### src/rtl/snake_pkg.sv
// ---------------------------------------------------------------------------
// snake_pkg
// Shared constants and types for the score UART reporter.
//   CLK_FREQ_HZ / BAUD : default system clock and UART bit rate
//   DIV                : cycles per UART bit, rounded to nearest
//   ASCII_*            : frame characters ('S', '0', CR, LF)
//   state_t            : serialiser state encoding
//   frame_byte()       : byte N of the 8-byte score frame
// ---------------------------------------------------------------------------
package snake_pkg;

   localparam int CLK_FREQ_HZ = 65000000;
   localparam int BAUD        = 9600;

   // Round-to-nearest integer division for the bit period.
   function automatic int calc_div(input int clk_hz, input int baud_rate);
      return (clk_hz + baud_rate / 2) / baud_rate;
   endfunction

   localparam int DIV = calc_div(CLK_FREQ_HZ, BAUD);   // 6771 at defaults

   localparam int SCORE_W     = 16;
   localparam int BCD_DIGITS  = 5;
   localparam int BCD_W       = 4 * BCD_DIGITS;
   localparam int FRAME_BYTES = 8;

   localparam logic [7:0] ASCII_S  = 8'h53;
   localparam logic [7:0] ASCII_0  = 8'h30;
   localparam logic [7:0] ASCII_CR = 8'h0D;
   localparam logic [7:0] ASCII_LF = 8'h0A;

   typedef enum logic [2:0] {
      ST_IDLE    = 3'd0,
      ST_CONVERT = 3'd1,
      ST_START   = 3'd2,
      ST_DATA    = 3'd3,
      ST_STOP    = 3'd4,
      ST_NEXT    = 3'd5
   } state_t;

   // Frame layout: 'S', five digits (most significant first), CR, LF.
   function automatic logic [7:0] frame_byte(input logic [2:0] idx,
                                             input logic [BCD_W-1:0] bcd);
      case (idx)
         3'd0:    frame_byte = ASCII_S;
         3'd1:    frame_byte = ASCII_0 | {4'd0, bcd[19:16]};
         3'd2:    frame_byte = ASCII_0 | {4'd0, bcd[15:12]};
         3'd3:    frame_byte = ASCII_0 | {4'd0, bcd[11:8]};
         3'd4:    frame_byte = ASCII_0 | {4'd0, bcd[7:4]};
         3'd5:    frame_byte = ASCII_0 | {4'd0, bcd[3:0]};
         3'd6:    frame_byte = ASCII_CR;
         default: frame_byte = ASCII_LF;
      endcase
   endfunction

endpackage

### src/rtl/bin2bcd_seq.sv
// ---------------------------------------------------------------------------
// bin2bcd_seq
// Iterative 16-bit binary to 5-digit BCD converter (shift-add-3), one bit
// per clock. A start pulse captures the input; sixteen following edges do
// the conversion; the result is held until the next start.
//   i_clk   : clock
//   i_rst   : asynchronous active-high reset
//   i_start : capture i_bin and begin converting
//   i_bin   : binary value to convert
//   o_ready : high when idle (result valid after a conversion)
//   o_bcd   : five BCD digits, most significant digit in [19:16]
// ---------------------------------------------------------------------------
module bin2bcd_seq
   import snake_pkg::*;
(
   input  logic               i_clk,
   input  logic               i_rst,
   input  logic               i_start,
   input  logic [SCORE_W-1:0] i_bin,
   output logic               o_ready,
   output logic [BCD_W-1:0]   o_bcd
);

   logic [SCORE_W-1:0] r_bin;
   logic [BCD_W-1:0]   r_bcd;
   logic [3:0]         r_cnt;
   logic               r_busy;

   // Add-3 correction for the lower four digits. The top digit of a 16-bit
   // value never reaches 5 before a shift (final value is at most 6), so it
   // is shifted without correction and nothing falls off the top.
   logic [BCD_W-5:0]   w_adj;

   genvar gi;
   generate
      for (gi = 0; gi < BCD_DIGITS - 1; gi++) begin : g_adj
         assign w_adj[gi*4 +: 4] = (r_bcd[gi*4 +: 4] >= 4'd5) ?
                                   (r_bcd[gi*4 +: 4] + 4'd3) :
                                    r_bcd[gi*4 +: 4];
      end
   endgenerate

   always_ff @(posedge i_clk or posedge i_rst) begin
      if (i_rst) begin
         r_bin  <= '0;
         r_bcd  <= '0;
         r_cnt  <= '0;
         r_busy <= 1'b0;
      end else if (i_start) begin
         r_bin  <= i_bin;
         r_bcd  <= '0;
         r_cnt  <= '0;
         r_busy <= 1'b1;
      end else if (r_busy) begin
         r_bin  <= {r_bin[SCORE_W-2:0], 1'b0};
         r_bcd  <= {r_bcd[BCD_W-2:BCD_W-4], w_adj, r_bin[SCORE_W-1]};
         r_cnt  <= r_cnt + 4'd1;
         if (r_cnt == 4'd15) begin
            r_busy <= 1'b0;
         end
      end
   end

   assign o_ready = ~r_busy;
   assign o_bcd   = r_bcd;

endmodule

### src/rtl/score_tx_reporter.sv
// ---------------------------------------------------------------------------
// score_tx_reporter
// Sends a captured 16-bit score over a UART (8N1) as the 8-byte frame
// "S" d4 d3 d2 d1 d0 CR LF. One extra request arriving during a frame is
// remembered and served right after the current frame.
//   clk      : clock, rising edge
//   rst      : asynchronous active-high reset
//   score    : unsigned score, captured when a request is accepted
//   send_req : single-cycle transmit request
//   tx       : serial output, idle high, driven from a flip-flop
//   busy     : high from request acceptance until frame completion
//   done     : one-cycle pulse at frame completion
// ---------------------------------------------------------------------------
module score_tx_reporter #(
   parameter int CLK_FREQ_HZ = snake_pkg::CLK_FREQ_HZ,
   parameter int BAUD        = snake_pkg::BAUD
) (
   input  logic        clk,
   input  logic        rst,
   input  logic [15:0] score,
   input  logic        send_req,
   output logic        tx,
   output logic        busy,
   output logic        done
);

   import snake_pkg::*;

   // DIV must be at least 2: the NEXT state consumes the first cycle of
   // each following start bit.
   localparam int                DIV       = calc_div(CLK_FREQ_HZ, BAUD);
   localparam int                BAUD_W    = (DIV > 1) ? $clog2(DIV) : 1;
   localparam logic [BAUD_W-1:0] BAUD_LAST = BAUD_W'(DIV - 1);

   state_t              r_state;
   state_t              w_state_next;
   logic [BAUD_W-1:0]   r_baud;
   logic [BAUD_W-1:0]   w_baud_next;
   logic [2:0]          r_bit;
   logic [2:0]          w_bit_next;
   logic [2:0]          r_idx;
   logic [2:0]          w_idx_next;
   logic                r_tx;
   logic                w_tx_next;
   logic                r_busy;
   logic                w_busy_next;
   logic                r_done;
   logic                w_done_next;
   logic                r_pending;
   logic                w_pending_next;

   logic                w_conv_start;
   logic                w_bcd_ready;
   logic [BCD_W-1:0]    w_bcd;
   logic [7:0]          w_cur_byte;
   logic [2:0]          w_bit_inc;
   logic                w_baud_wrap;
   logic                w_accept;

   // The converter holds the captured score and its digits for the whole
   // frame, so later score changes cannot disturb a frame in progress.
   bin2bcd_seq u_bcd (
      .i_clk   (clk),
      .i_rst   (rst),
      .i_start (w_conv_start),
      .i_bin   (score),
      .o_ready (w_bcd_ready),
      .o_bcd   (w_bcd)
   );

   assign w_cur_byte  = frame_byte(r_idx, w_bcd);
   assign w_bit_inc   = r_bit + 3'd1;
   assign w_baud_wrap = (r_baud == BAUD_LAST);
   assign w_accept    = send_req | r_pending;

   // State register
   always_ff @(posedge clk or posedge rst) begin
      if (rst) begin
         r_state <= ST_IDLE;
      end else begin
         r_state <= w_state_next;
      end
   end

   // Datapath registers
   always_ff @(posedge clk or posedge rst) begin
      if (rst) begin
         r_baud    <= '0;
         r_bit     <= '0;
         r_idx     <= '0;
         r_tx      <= 1'b1;
         r_busy    <= 1'b0;
         r_done    <= 1'b0;
         r_pending <= 1'b0;
      end else begin
         r_baud    <= w_baud_next;
         r_bit     <= w_bit_next;
         r_idx     <= w_idx_next;
         r_tx      <= w_tx_next;
         r_busy    <= w_busy_next;
         r_done    <= w_done_next;
         r_pending <= w_pending_next;
      end
   end

   // Next-state logic
   always_comb begin
      w_state_next = r_state;
      case (r_state)
         ST_IDLE:    if (w_accept)    w_state_next = ST_CONVERT;
         ST_CONVERT: if (w_bcd_ready) w_state_next = ST_START;
         ST_START:   if (w_baud_wrap) w_state_next = ST_DATA;
         ST_DATA:    if (w_baud_wrap && (r_bit == 3'd7)) w_state_next = ST_STOP;
         ST_STOP: begin
            if (w_baud_wrap) begin
               w_state_next = (r_idx == 3'd7) ? ST_IDLE : ST_NEXT;
            end
         end
         ST_NEXT:    w_state_next = ST_START;
         default:    w_state_next = ST_IDLE;
      endcase
   end

   // Output / datapath logic
   always_comb begin
      w_baud_next    = r_baud;
      w_bit_next     = r_bit;
      w_idx_next     = r_idx;
      w_tx_next      = r_tx;
      w_busy_next    = r_busy;
      w_done_next    = 1'b0;
      w_pending_next = r_pending;
      w_conv_start   = 1'b0;

      // A single request can be queued while a frame is running.
      if (r_busy && send_req) begin
         w_pending_next = 1'b1;
      end

      case (r_state)
         ST_IDLE: begin
            w_tx_next = 1'b1;
            if (w_accept) begin
               w_conv_start   = 1'b1;
               w_busy_next    = 1'b1;
               w_pending_next = 1'b0;
               w_idx_next     = '0;
               w_bit_next     = '0;
               w_baud_next    = '0;
            end
         end
         ST_CONVERT: begin
            if (w_bcd_ready) begin
               w_tx_next   = 1'b0;
               w_baud_next = '0;
            end
         end
         ST_START: begin
            if (w_baud_wrap) begin
               w_baud_next = '0;
               w_bit_next  = '0;
               w_tx_next   = w_cur_byte[0];
            end else begin
               w_baud_next = r_baud + 1'b1;
            end
         end
         ST_DATA: begin
            if (w_baud_wrap) begin
               w_baud_next = '0;
               if (r_bit == 3'd7) begin
                  w_tx_next = 1'b1;
               end else begin
                  w_bit_next = w_bit_inc;
                  w_tx_next  = w_cur_byte[w_bit_inc];
               end
            end else begin
               w_baud_next = r_baud + 1'b1;
            end
         end
         ST_STOP: begin
            if (w_baud_wrap) begin
               w_baud_next = '0;
               if (r_idx == 3'd7) begin
                  w_tx_next   = 1'b1;
                  w_busy_next = 1'b0;
                  w_done_next = 1'b1;
               end else begin
                  // Next start bit begins right here; NEXT is its first cycle.
                  w_tx_next = 1'b0;
               end
            end else begin
               w_baud_next = r_baud + 1'b1;
            end
         end
         ST_NEXT: begin
            w_idx_next  = r_idx + 3'd1;
            w_baud_next = r_baud + 1'b1;
         end
         default: begin
            w_tx_next = 1'b1;
         end
      endcase
   end

   assign tx   = r_tx;
   assign busy = r_busy;
   assign done = r_done;

endmodule

### config.mk
export PLATFORM = sky130hd
export DESIGN_NAME = score_tx_reporter
export DESIGN_NICKNAME = d
export VERILOG_FILES = /design/src/rtl/snake_pkg.sv /design/src/rtl/bin2bcd_seq.sv /design/src/rtl/score_tx_reporter.sv
export SDC_FILE = /design/constraint.sdc
export NUM_CORES = 1
export LEC_CHECK = 0
export CORE_MARGIN = 5
export CORE_UTILIZATION = 42
export DETAILED_ROUTE_END_ITERATION = 16
export GPL_TIMING_DRIVEN = 0
export PLACE_DENSITY_LB_ADDON = 0.05
export SYNTH_ARGS = -nofsm -noshare
export SYNTH_HDL_FRONTEND = slang
export SYNTH_HIERARCHICAL = 1
export SYNTH_SLANG_ARGS = --single-unit
### constraint.sdc
create_clock -name clk -period 3.49 [get_ports clk]
set_input_delay 0.698 -clock clk [delete_from_list [all_inputs] [get_ports clk]]
set_output_delay 0.698 -clock clk [all_outputs]
set_load 0.01 [all_outputs]
==> results of run 1 <==
==> cell type report <==
cell class | instances | area share
multi-input cells | 309 | 0.450
flip-flops and latches | 67 | 0.367
repair buffers | 21 | 0.0459
plain buffers | 25 | 0.0364
well taps | 129 | 0.0353
clock buffers | 9 | 0.0271
inverters | 29 | 0.0238
clock inverters | 7 | 0.0150
==> cells by family after synthesis <==
| logic type | synth area share |
|---|---|
| xor gates and xnor gates | 0.0196 |
| AOI/OAI and AO/OA | 0.205 |
| DFF | 0.418 |
| and+or+nand+nor | 0.165 |
| buffers and inverters | 0.0686 |
| adders and majority gates | 0.0592 |
| muxes | 0.0652 |
==> through the flow <==
stage	total power, W	setup WS (ns)	utilization	instances
2_1_floorplan	0.00222	1.35	-	430
3_3_place_gp	0.00254	0.762	0.472	580
3_5_place_dp	0.00256	0.740	0.472	580
4_1_cts	0.00323	1.01	0.493	596
5_1_grt	0.00346	0.851	0.493	596
6_report	0.00319	0.919	0.493	596
==> how the worst max path moves through the flow <==
stage / to / slack, ns / cells after the start
after floorplan: tx$_DFFE_PP1P_ / 1.35 / 8
after global placement: u_bcd/r_bin[3]$_DFFE_PP0P_ / 0.76 / 7
after detailed placement: u_bcd/r_bin[3]$_DFFE_PP0P_ / 0.74 / 7
after CTS: tx$_DFFE_PP1P_ / 1.01 / 8
after global routing: tx$_DFFE_PP1P_ / 0.85 / 8
final: tx$_DFFE_PP1P_ / 0.92 / 7
==> where the power goes <==
part | leakage, nW | switching, W | internal (W)
Combinational | 0.959 | 0.000677 | 0.000583
Sequential | 0.838 | 0.000254 | 0.00103
Clock | 0.0950 | 0.000316 | 0.000327
Total | 1.89 | 0.00125 | 0.00194
==> sequential cells by signal, summed over array words and instances (netlist names) <==
| register | cells |
|---|---|
| r_pending | 1 |
| r_state | 3 |
| u_bcd/r_bin | 16 |
| busy | 1 |
| u_bcd/r_busy | 1 |
| done | 1 |
| r_baud | 13 |
| r_idx | 3 |
| tx | 1 |
| u_bcd/o_bcd | 20 |
| u_bcd/r_cnt | 4 |
| r_bit | 3 |
==> cell usage in the layout, fill, tap and decap left out, types with 5 or more instances in the layout <==
cell and instances:
a21oi_1 21, dfrtp_1 66, nand3_1 20, inv_1 28, mux2i_1 25, nand2b_1 11, clkbuf_8 12, a22o_1 5
o31ai_1 7, a21o_1 9, nor3_1 5, nand2_1 38, ha_1 19, a31oi_1 9, clkdlybuf4s50_1 21, o21ai_0 35
nor2_1 32, clkbuf_1 12, xor2_1 6
==> worst max-delay path: cells and delay by family (launching register included) <==
family	cells	cell delay, ns
AO/OA/AOI/OAI	4	1.31
adder cells (fa/ha/maj)	1	0.30
buffers and inverters	2	0.50
flip-flops	1	0.39
==> layer usage <==
| layer | up-vias | global-route usage | share of wire |
|---|---|---|---|
| li1 | 1604 | - | - |
| met1 | 1581 | 0.228 | 0.48 |
| met2 | 44 | 0.288 | 0.49 |
| met3 | 6 | 0.0408 | 0.025 |
| met4 | 0 | 0.0460 | 0.0086 |
| met5 | - | 0 | 0 |
==> impl_metrics.yaml, run 1 <==
clocking:
  path_clk_slew_ns: 0.09
  clock_sinks: 67
  clk_latency_ns: 0.35
  root_buffer: "clkbuf_8"
  hold_buffers: 0
  numCtsBuffers: 9
  ctsResizeCount: 0
  h-tree-depth: 3
  clock_path_buffers: 2
  postCtsSetupRepairBufs: 0
  cts_tree: "done"
worst_setup_path:
  start_kind: "flip-flop"
  cpPeakStageDelay_ns: 0.64
  worstPathMaxFanout: 10
  reg2reg_slack_ns: 0.92
  worstPathArrival_ns: 2.84
  reg2reg_to: "tx$_DFFE_PP1P_"
  ff2ff_path_depth: 7
  r2r-start: "r_idx[2]$_DFFE_PP0P_"
  crit_path_top_delay_cell: "a222oi_1"
  crit_type: "flip-flop to flip-flop"
  crit_chain: "clkbuf_1, inv_1, ha_1, a222oi_1, a311oi_1, o31ai_1, a31oi_1"
  critPathCaptureType: "flip-flop"
  cp.required_ns: 3.76
  startpoint: "r_idx[2]$_DFFE_PP0P_"
synth:
  synthFlopType: "dfrtp_1"
  syn_nets: 468
  synth.distinct_cells: 62
  ys_warn_count: 6
  yosys-top-cells-count: "dfrtp_1, nand2_1, o21ai_0"
  synth.avg_cell_area_sq_um: 9.33
  yosysTopAreaCellShare: 0.412
  synth-seq-cells: 67
  ys_top_cells_by_area: "dfrtp_1, mux2i_1, ha_1"
  synth_edf_count: 0
  synth_top_area_cell: "dfrtp_1"
  ys_seq_area_frac: 0.418
  synthesis.area_sq_um: 4010
  synthArstFlopShare: 1.00
  synthCells: 430
  yosysMostFrequentCell: "dfrtp_1"
floorplan:
  core_sq_um: 9280
  die_w_microns: 108
  num_io_pins: 22
  start_util: 0.432
  die_h_microns: 108
  rows: 35
  die-area_sq_um: 11600
flow_run:
  max_cap_violations: 0
global_route:
  grt_pass1_wl_mm: 15.9
  antenna_found_initial: 0
  grt_max_degree: 42
  grt_overflow: 0
  grt_pass1_vias: 3183
  grt_use_total: 0.174
sta:
  period_share: 0.737
  period_needed_ns: 2.57
  finalHoldViolCount: 0
  timing.hold.ws_ns: 0.521
  finalSetupTns_ns: 0
  timing.fmax_mhz: 389
  finClkSkew_ns: 0.0163
  rsz0062_at_grt: "false"
  report.final.setup_viol: 0
  maxSlewHeadroom: 0.285
  maxSlewViolCount: 0
  tightest_slew_ns: 1.07
worst_hold_path:
  hold_end: "r_bit[1]$_DFFE_PP0P_"
  min_path_cells: 2
  worstHoldStart: "r_bit[1]$_DFFE_PP0P_"
  hold_class: "flip-flop to flip-flop"
finish:
  diodes: 0
  multi_input_area_sq_um: 2060
  nets: 500
  fin_area_sq_um: 4580
  area_delta_synth_final_pct: 14.1
  drive_gt1_frac: 0.0921
  seq_area_sq_um: 1680
  fillCellCount: 948
place:
  hpwl_mm: 6.80
  placed_area_sq_um: 4380
  io_buffers: 21
  gp_congestion: 0.836
drt:
  wl_per_cell_microns: 15.9
  drcViolationCount: 0
  routed_wl_mm: 9.50
  dr.pass1.iters: 5
  antenna_left: 0
  drt_iter0_drc: 148
  vias: 3235
  viasPerCell: 5.43
power_and_ir_drop:
  peakVddDrop_mv: 0.395
  p_leak_nw: 1.89
  power_density_nw_per_um2: 697
outcome:
  status: "complete, no violations"
Power figures use the tool's default switching activity.
==> run 2, diff against run 1 <==
clock period = 2.3 ns   (was 3.49 ns; I/O delays follow)
==> run 2 against run 1 <==
Compared with the run above:
- critical endpoint unchanged
- utilization is 0.93 points higher
- largest cell class unchanged
- wire length is 0.93% higher
- flip-flop and latch count stayed put
- clock-buffer cell count stayed put
- critical path depth is 1 lower
- via count is 2.5% higher
- clock power is 52% higher
- critical path type unchanged
- final cell count is 1.0% higher
==> impl_metrics.yaml, run 2 (same netlist as run 1, synthesis figures left out) <==
global_route:
  grt_pass1_wl_mm: 16.0
  grt_use_total: 0.174
  grt_overflow: 0
  antenna_found_initial: 0
  grt_max_degree: 42
  grt_pass1_vias: 3204
drt:
  routed_wl_mm: 9.59
  viasPerCell: 5.51
  drcViolationCount: 0
  vias: 3316
  drt_iter0_drc: 137
  antenna_left: 0
  dr.pass1.iters: 4
  wl_per_cell_microns: 15.9
floorplan:
  die_w_microns: 108
  core_sq_um: 9280
  start_util: 0.432
  num_io_pins: 22
  die-area_sq_um: 11600
  die_h_microns: 108
  rows: 35
worst_setup_path:
  worstPathArrival_ns: 2.53
  cp.required_ns: 2.57
  crit_chain: "ha_1, ha_2, a222oi_1, a311oi_1, o31ai_1, a31oi_1"
  critPathCaptureType: "flip-flop"
  crit_type: "flip-flop to flip-flop"
  start_kind: "flip-flop"
  worstPathMaxFanout: 6
  crit_path_top_delay_cell: "a222oi_1"
  cpPeakStageDelay_ns: 0.60
sta:
  period_share: 0.981
  maxSlewViolCount: 0
  finClkSkew_ns: 0.0179
  finalHoldViolCount: 0
  report.final.setup_viol: 0
  tightest_slew_ns: 1.07
  timing.fmax_mhz: 443
  period_needed_ns: 2.26
  timing.hold.ws_ns: 0.513
  maxSlewHeadroom: 0.284
  rsz0062_at_grt: "false"
  fin_ws_ns: 0.0432
clocking:
  path_clk_slew_ns: 0.09
  root_buffer: "clkbuf_8"
  clk_latency_ns: 0.36
  clock_path_buffers: 2
  clock_sinks: 67
  numCtsBuffers: 9
  h-tree-depth: 3
  cts_tree: "done"
  hold_buffers: 0
place:
  dp.cells: 580
  dp_worst_setup_slack_ns: -0.212
  hpwl_mm: 6.80
  gp_congestion: 0.836
  io_buffers: 21
  placed_area_sq_um: 4380
finish:
  area_delta_synth_final_pct: 16.2
  fillCellCount: 943
  largest_register_ffs: 20
  final_cells: 602
  final_cell_mix: "dfrtp_1, nand2_1, o21ai_0"
  nets: 506
  drive_gt1_frac: 0.129
  fin_area_sq_um: 4660
  postLayoutCoreUtil: 0.502
  mostFrequentLayoutCell: "dfrtp_1"
  diodes: 0
outcome:
  status: "complete, no violations"
worst_hold_path:
  hold_class: "flip-flop to flip-flop"
power_and_ir_drop:
  p_leak_nw: 1.95
  power_density_nw_per_um2: 1050
  peakVddDrop_mv: 0.602
flow_run:
  max_cap_violations: 0
-- run 2: area by class of cell --
class / instances / area (sq um) / area share
buffer: 23 / 161 / 0.0346
clock buffer: 9 / 124 / 0.0266
clock inverter: 7 / 68.8 / 0.0148
inverter: 29 / 109 / 0.0233
multi-input combinational: 309 / 2090 / 0.448
sequential: 67 / 1680 / 0.360
tap: 129 / 161 / 0.0346
timing repair buffer: 29 / 272 / 0.0582
-- run 2: timing repair --
action / 4_1_cts / 5_1_grt
setup endpoints to repair: 15 / 37
buffers inserted: 4 / 3
pin swaps: 1 / 3
cloned: 0 / 1
resized for setup: 1 / 14
-- run 2: path summary, 6_finish.rpt --
kind,from,to,slack [ns],depth (start not counted)
setup / recovery,r_idx[0]$_DFFE_PP0P_,tx$_DFFE_PP1P_,0.04,6
hold / removal,r_bit[2]$_DFFE_PP0P_,r_bit[2]$_DFFE_PP0P_,0.51,2
setup reg to reg,r_idx[0]$_DFFE_PP0P_,tx$_DFFE_PP1P_,0.04,6
hold reg to reg,r_bit[2]$_DFFE_PP0P_,r_bit[2]$_DFFE_PP0P_,0.51,2
max in group asynchronous,rst,r_idx[2]$_DFFE_PP0P_,0.86,2
min in group asynchronous,rst,u_bcd/r_bin[4]$_DFFE_PP0P_,0.64,2
-- run 2: where the power goes --
part           switching [W]  internal [W]
clock               0.000479      0.000496
sequential          0.000384       0.00157
combinational        0.00105      0.000902
total                0.00191       0.00297
-- run 2: metrics by stage --
| step | setup TNS [ns] | power [W] |
|---|---|---|
| after CTS | 0 | 0.00491 |
| after detailed placement | -5.50 | 0.00389 |
| final | 0 | 0.00488 |
| after global placement | -7.95 | 0.00385 |
| after floorplan | 0 | 0.00337 |
| after global routing | 0 | 0.00529 |
-- run 2: critical path: cells and delay by family, from the launching register on --
kind / cells / cell delay, ns
compound gates: 4 / 1.27
fa+ha+maj: 2 / 0.46
flops: 1 / 0.45
-- run 2: per-layer routing --
layer | wire length [microns] | share of wire | vias to the layer above | GRT usage
met2 | 4690 | 0.49 | 52 | 0.290
met1 | 4490 | 0.47 | 1639 | 0.227
met4 | 114 | 0.012 | 0 | 0.0460
li1 | - | - | 1615 | -
met5 | 0 | 0 | - | 0
met3 | 299 | 0.031 | 10 | 0.0408
==> run 3, diff against run 2 <==
HOLD_SLACK_MARGIN = 0.05   (was unset)
==> results of run 3 <==
The final DEF is identical to that of run 2; final timing and power are the same.
